--- config.mk ---
export PLATFORM = sky130hd
export DESIGN_NAME = mbist_repair_mux
export DESIGN_NICKNAME = d
export VERILOG_FILES = /design/src/rtl/mbist_repair_mux.sv
export SDC_FILE = /design/constraint.sdc
export NUM_CORES = 1
export LEC_CHECK = 0
export ABC_AREA = 1
export CAP_MARGIN = 30
export CORE_ASPECT_RATIO = 1.1
export CORE_MARGIN = 1
export CORE_UTILIZATION = 43
export CTS_BUF_LIST = sky130_fd_sc_hd__clkbuf_2 sky130_fd_sc_hd__clkbuf_4 sky130_fd_sc_hd__clkbuf_8
export DETAILED_ROUTE_END_ITERATION = 12
export PLACE_DENSITY_LB_ADDON = 0.1
export SYNTH_ARGS = -nofsm -noshare
export SYNTH_HDL_FRONTEND = slang
export SYNTH_SLANG_ARGS = --single-unit
--- constraint.sdc ---
create_clock -name clk -period 2.1 [get_ports clk]
set_clock_uncertainty 0.2 [all_clocks]
set_input_delay 0.21 -clock clk [delete_from_list [all_inputs] [get_ports clk]]
set_output_delay 0.21 -clock clk [all_outputs]
set_load 0.01 [all_outputs]
--- src/rtl/mbist_repair_mux.sv ---
// MBIST/functional memory port mux with a small address-repair table.
// Optional repair-table scan chain enabled by defining MBIST_REPAIR_SCAN_EN.
module mbist_repair_mux #(
    parameter int                      BIST_ADDR_WD           = 9,
    parameter int                      BIST_DATA_WD           = 32,
    parameter int                      BIST_REPAIR_CNT        = 4,
    parameter logic [BIST_ADDR_WD-1:0] BIST_REPAIR_ADDR_START = 9'h1F8
) (
    input  logic                      clk,
    input  logic                      rst,
    input  logic                      bist_en,
    input  logic [BIST_ADDR_WD-1:0]   bist_addr,
    input  logic [BIST_DATA_WD-1:0]   bist_wdata,
    input  logic                      bist_wr,
    input  logic                      bist_rd,
    input  logic                      bist_error,
    input  logic [BIST_ADDR_WD-1:0]   bist_error_addr,
    output logic                      bist_correct,
    output logic                      bist_repair_full,
    input  logic                      bist_shift,
    input  logic                      bist_sdi,
    output logic                      bist_sdo,
    input  logic                      func_cen,
    input  logic                      func_web,
    input  logic [BIST_DATA_WD/8-1:0] func_mask,
    input  logic [BIST_ADDR_WD-1:0]   func_addr,
    input  logic [BIST_DATA_WD-1:0]   func_din,
    output logic [BIST_DATA_WD-1:0]   func_dout,
    output logic                      mem_cen,
    output logic                      mem_web,
    output logic [BIST_DATA_WD/8-1:0] mem_mask,
    output logic [BIST_ADDR_WD-1:0]   mem_addr,
    output logic [BIST_DATA_WD-1:0]   mem_din,
    input  logic [BIST_DATA_WD-1:0]   mem_dout
);

    logic [BIST_REPAIR_CNT-1:0] ent_valid;
    logic [BIST_ADDR_WD-1:0]    ent_addr [BIST_REPAIR_CNT];
    logic [BIST_REPAIR_CNT-1:0] nxt_valid;
    logic [BIST_ADDR_WD-1:0]    nxt_addr [BIST_REPAIR_CNT];
    logic                       nxt_correct;
    logic [BIST_REPAIR_CNT-1:0] free_oh;
    logic                       err_hit;

    logic                       sel_cen;
    logic                       sel_web;
    logic [BIST_DATA_WD/8-1:0]  sel_mask;
    logic [BIST_ADDR_WD-1:0]    sel_addr;
    logic [BIST_DATA_WD-1:0]    sel_din;
    logic [BIST_ADDR_WD-1:0]    remap_addr;
    logic                       remap_hit;

    assign func_dout = mem_dout;

    always_comb begin
        if (bist_en) begin
            sel_cen  = !(bist_rd || bist_wr);
            sel_web  = !bist_wr;
            sel_mask = '1;
            sel_addr = bist_addr;
            sel_din  = bist_wdata;
        end else begin
            sel_cen  = func_cen;
            sel_web  = func_web;
            sel_mask = func_mask;
            sel_addr = func_addr;
            sel_din  = func_din;
        end
    end

    // Lowest matching valid entry wins; uses the table as it stood before this edge.
    always_comb begin
        remap_addr = sel_addr;
        remap_hit  = 1'b0;
        for (int unsigned i = 0; i < BIST_REPAIR_CNT; i++) begin
            if (!remap_hit && ent_valid[i] && ent_addr[i] == sel_addr) begin
                remap_hit  = 1'b1;
                remap_addr = BIST_REPAIR_ADDR_START + BIST_ADDR_WD'(i);
            end
        end
    end

    always_comb begin
        err_hit = 1'b0;
        for (int unsigned i = 0; i < BIST_REPAIR_CNT; i++) begin
            if (ent_valid[i] && ent_addr[i] == bist_error_addr) err_hit = 1'b1;
        end
    end

    // Isolates the lowest clear bit of the valid vector.
    assign free_oh = ~ent_valid & (ent_valid + BIST_REPAIR_CNT'(1));

`ifdef MBIST_REPAIR_SCAN_EN
    logic [BIST_REPAIR_CNT-1:0] shift_in;
    assign shift_in = BIST_REPAIR_CNT'({ent_valid, bist_sdi});
    assign bist_sdo = ent_valid[BIST_REPAIR_CNT-1];
`else
    logic unused_scan;
    assign unused_scan = bist_shift ^ bist_sdi;
    assign bist_sdo    = 1'b0;
`endif

    always_comb begin
        nxt_valid   = ent_valid;
        nxt_addr    = ent_addr;
        nxt_correct = bist_correct;
`ifdef MBIST_REPAIR_SCAN_EN
        if (bist_shift) begin
            for (int unsigned i = 0; i < BIST_REPAIR_CNT; i++) begin
                {nxt_valid[i], nxt_addr[i]} = {ent_addr[i], shift_in[i]};
            end
        end else
`endif
        if (bist_error && !err_hit) begin
            if (|free_oh) begin
                for (int unsigned i = 0; i < BIST_REPAIR_CNT; i++) begin
                    if (free_oh[i]) begin
                        nxt_valid[i] = 1'b1;
                        nxt_addr[i]  = bist_error_addr;
                    end
                end
            end else begin
                nxt_correct = 1'b0;
            end
        end
    end

    always_ff @(posedge clk) begin
        if (rst) begin
            ent_valid        <= '0;
            ent_addr         <= '{default: '0};
            bist_correct     <= 1'b1;
            bist_repair_full <= 1'b0;
            mem_cen          <= 1'b1;
            mem_web          <= 1'b1;
            mem_mask         <= '0;
            mem_addr         <= '0;
            mem_din          <= '0;
        end else begin
            ent_valid        <= nxt_valid;
            ent_addr         <= nxt_addr;
            bist_correct     <= nxt_correct;
            bist_repair_full <= &nxt_valid;
            mem_cen          <= sel_cen;
            mem_web          <= sel_web;
            mem_mask         <= sel_mask;
            mem_addr         <= remap_addr;
            mem_din          <= sel_din;
        end
    end

endmodule
==> results by group <==
Status
  – Outcome: complete, no violations

Clocking
  – Sink Count: ~90
  – CTS tree: done
  – Clock root cell: clkbuf_8
  – H-tree levels: 3
  – Clk buf depth: 2
  – CTS buffer count: 9
  – Worst skew pair latency: between 0.3 and 0.4 ns
  – Clk slew on worst S/H paths: 0.09 ns
  – Setup Buffers After CTS: 0

Timing
  – Final WS setup: 0.0687 ns
  – Final Hold Fails: 0
  – Worst slew margin: 61.8%
  – Fin. max-slew vios: 0
  – Worst Max-Slew Pin Slew: 0.571 ns
  – Endpoints failing setup: 0
  – Final min period: between 2 and 2.5 ns
  – Period Utilization, post-route: a little over nine tenths
  – Peak Freq: 0.492 GHz
  – Hold_ws: approximately 0.02 ns

Final layout
  – Layout Nets: about 1100
  – Area of the multi-input gates: between 2000 and 2500 µm²
  – Seq. cell area: 1780 µm²
  – Layout cells sized above 1: approximately 14%
  – Layout Area Growth over Synthesis: 42.8%
  – Antenna cells: 0
  – Number of fill cells: 980

Synth
  – Largest family of logic cells by synthesized area: simple AND/OR/NAND/NOR gates
  – Top-count cell post-synth: nor2_1
  – Cell count after synthesis: about 750
  – Multiplexer area fraction after synthesis: 0%
  – Syn_area_per_cell: between 6 and 7 µm²
  – Async set-or-reset flop fraction in the synthesized netlist: 0%
  – Ys Warns: 0
  – Post-Synth Adder-Cell Area: 0%
  – Yosys top cell by area: dfxtp_1
  – Synth Area in Compound Gates: approximately 8%
  – Share of the synthesized area in the top cell type: between 30% and 40%
  – XOR/XNOR Fraction of Synth Area: between 3 and 4%
  – Yosys cell types: 34
  – Yosys reg bits: 89
  – Commonest register cell after synthesis: dfxtp_1
  – EDFF count, synth: 0
  – Ranking of synthesized cells by area: dfxtp_1, nor2_1, nand2_1
  – Commonest cells in the netlist: nor2_1, nand2_1, dfxtp_1, o21ai_0, inv_1
  – Post-synthesis sequential area ratio: a little over a third
  – Post-synth net total: 891
  – Cell Area, Synth: a little under 5000 µm²
  – Synth Area in Simple Gates: 39.2%

GRT
  – Remaining Overflow, GRT: 0
  – Vias in the first global route: around 5100
  – Initial antenna violation count: 0
  – Pin count of the biggest net entering global routing: 52
  – Tot GR Track Use: between 20 and 30%
  – First-pass GRT wire length: 27.0 mm

Worst setup path
  – Worst setup startpoint: bist_error_addr[7]
  – WS Path Type: input port to register
  – Worst Setup End Kind: register
  – R2r setup slk: roughly 0.08 ns
  – R2R cell count: 12
  – CP endpoint: ent_addr[28]
  – Worst Setup Start Kind: input port
  – CP required: 2.17 ns
  – Max FO, Critical Path: 7
  – Worst r2r dst: ent_addr[28]
  – Reg2reg start: ent_addr[6]
  – WP data arrival: 2.10 ns

Drt
  – Highest Signal Layer: met4
  – DRC viols: 0
  – Via/cell ratio: 5.02
  – Drt total wl: around 17 mm
  – Final ANT Viol Nets: 0
  – Met1 WL: approximately 7.3 mm
  – Vias: between 5000 and 6000
  – WL met2: between 8 and 9 mm
  – Starting DRT DRC Count: roughly 350
  – Pre-antenna DRT Iters: 6
  – Metal3 WL: about 1.1 mm
  – DR WL/cell: 16.2 µm

Die
  – Die area: about 12000 µm²
  – IO Count: between 200 and 250
  – Rows: 40
  – Die X: around 100 µm
  – Die Y: 114 µm
  – Initial Util: between 40% and 50%
  – Core area: 11000 µm²

Hold path
  – Hold Path Stages: 3
  – Hold crit path type: input port to register

Placed design
  – Port buffer count: 151
  – DP Wirelength: ~14 mm
  – GPL Wtd Cong: 0.958
  – Pre-CTS setup slack: -0.422 ns

Job
  – Max Cap Violations: 0

Power and ir drop
  – Pwr per Cell Area: between 500 and 600 nW/µm²
  – VDD IR max: between 0.3 and 0.4 mV
  – Pleak: ~3.1 nW
critical path, stage by stage:
cell and delay [ns]:
clkdlybuf4s50_1 0.54, buf_4 0.16, nand2_1 0.05, a21oi_1 0.23, nand2_1 0.09, nor2_1 0.15
nor2_2 0.08, nand3_4 0.17, nor2_2 0.06, buf_4 0.14, o21ai_0 0.16, nor2_1 0.06
worst min path at each step:
| stage | endpoint | start | slack [ns] |
|---|---|---|---|
| floorplan | mem_cen | bist_rd | 0.12 |
| global placement | func_dout[11] | mem_dout[11] | 0.22 |
| detailed placement | func_dout[11] | mem_dout[11] | 0.22 |
| CTS | mem_mask[3] | func_mask[3] | 0.19 |
| global route | ent_addr[33] | bist_error_addr[6] | 0.06 |
| finish | ent_addr[33] | bist_error_addr[6] | 0.02 |
stage by stage:
step	utilization, %	instances	setup TNS [ns]	power, mW	area [µm²]
finish	63.6	1076	0	3.93	6970
global placement	61.4	1060	-13.67	2.81	6730
detailed placement	61.4	1060	-14.59	2.83	6730
global route	63.6	1076	-0.00929	4.13	6970
floorplan	-	754	0	2.34	4880
CTS	63.1	1076	0	3.94	6910
registers in the layout, indices dropped and copies added (netlist names):
name / count
mem_din: 32
mem_cen: 1
mem_mask: 4
ent_addr: 36
bist_correct: 1
ent_valid: 4
mem_web: 1
bist_repair_full: 1
mem_addr: 9
report_power, final:
part / leakage (nW) / internal (mW) / total, mW / switching (mW)
logic: 2.30 / 0.500 / 0.962 / 0.462
clock network: 0.0884 / 0.460 / 1.12 / 0.662
registers: 0.736 / 1.78 / 1.84 / 0.0597
cells in the final DEF, fill, tap and decap left out, types with 2 or more instances in the layout:
cell type / instances
nor2_1: 195
nand2_1: 176
clkdlybuf4s50_1: 144
dfxtp_1: 87
buf_4: 66
o21ai_0: 51
inv_1: 43
nand4_1: 31
xor2_1: 17
nand3_1: 12
nor3_1: 11
a21oi_1: 11
o21ai_1: 10
clkbuf_8: 9
inv_2: 8
dlymetal6s2s_1: 7
nor2_2: 6
nand2_2: 6
inv_4: 3
nor2_4: 3
clkinv_4: 3
buf_12: 3
nor3_4: 2
xnor2_1: 2
and2_1: 2
clkinvlp_4: 2
dfxtp_2: 2
buf_6: 2
per-layer routing:
layer  up-vias  GRT usage, %
met5         -             0
met4         0          14.7
met3        45          6.23
met2       265          52.8
met1      2418          34.3
li1       2669             -
cell families (layout without fill, tap and decap cells):
group           after synthesis  count (layout)
simple gates                451             451
buf+inv                     118             293
flops                        89              89
compound gates               76              76
xor+xnor                     19              19
other cells                   1               1
final cells by class:
| class | count | share of cell area (%) |
|---|---|---|
| Inverter | 55 | 3.14 |
| Timing Repair Buffer | 222 | 30.2 |
| Tap cell | 147 | 2.64 |
| Clock inverter | 6 | 0.754 |
| Multi-Input combinational cell | 547 | 35.7 |
| Clock buffer | 10 | 1.89 |
| Sequential cell | 89 | 25.6 |
timing repair:
action | in CTS | in global routing
endpoints found under the setup margin | 6 | 30
hold buffers | 0 | 0
resized for setup | 1 | 22
pin swaps | 0 | 2
Note: power is estimated with default switching activity, not from simulation.
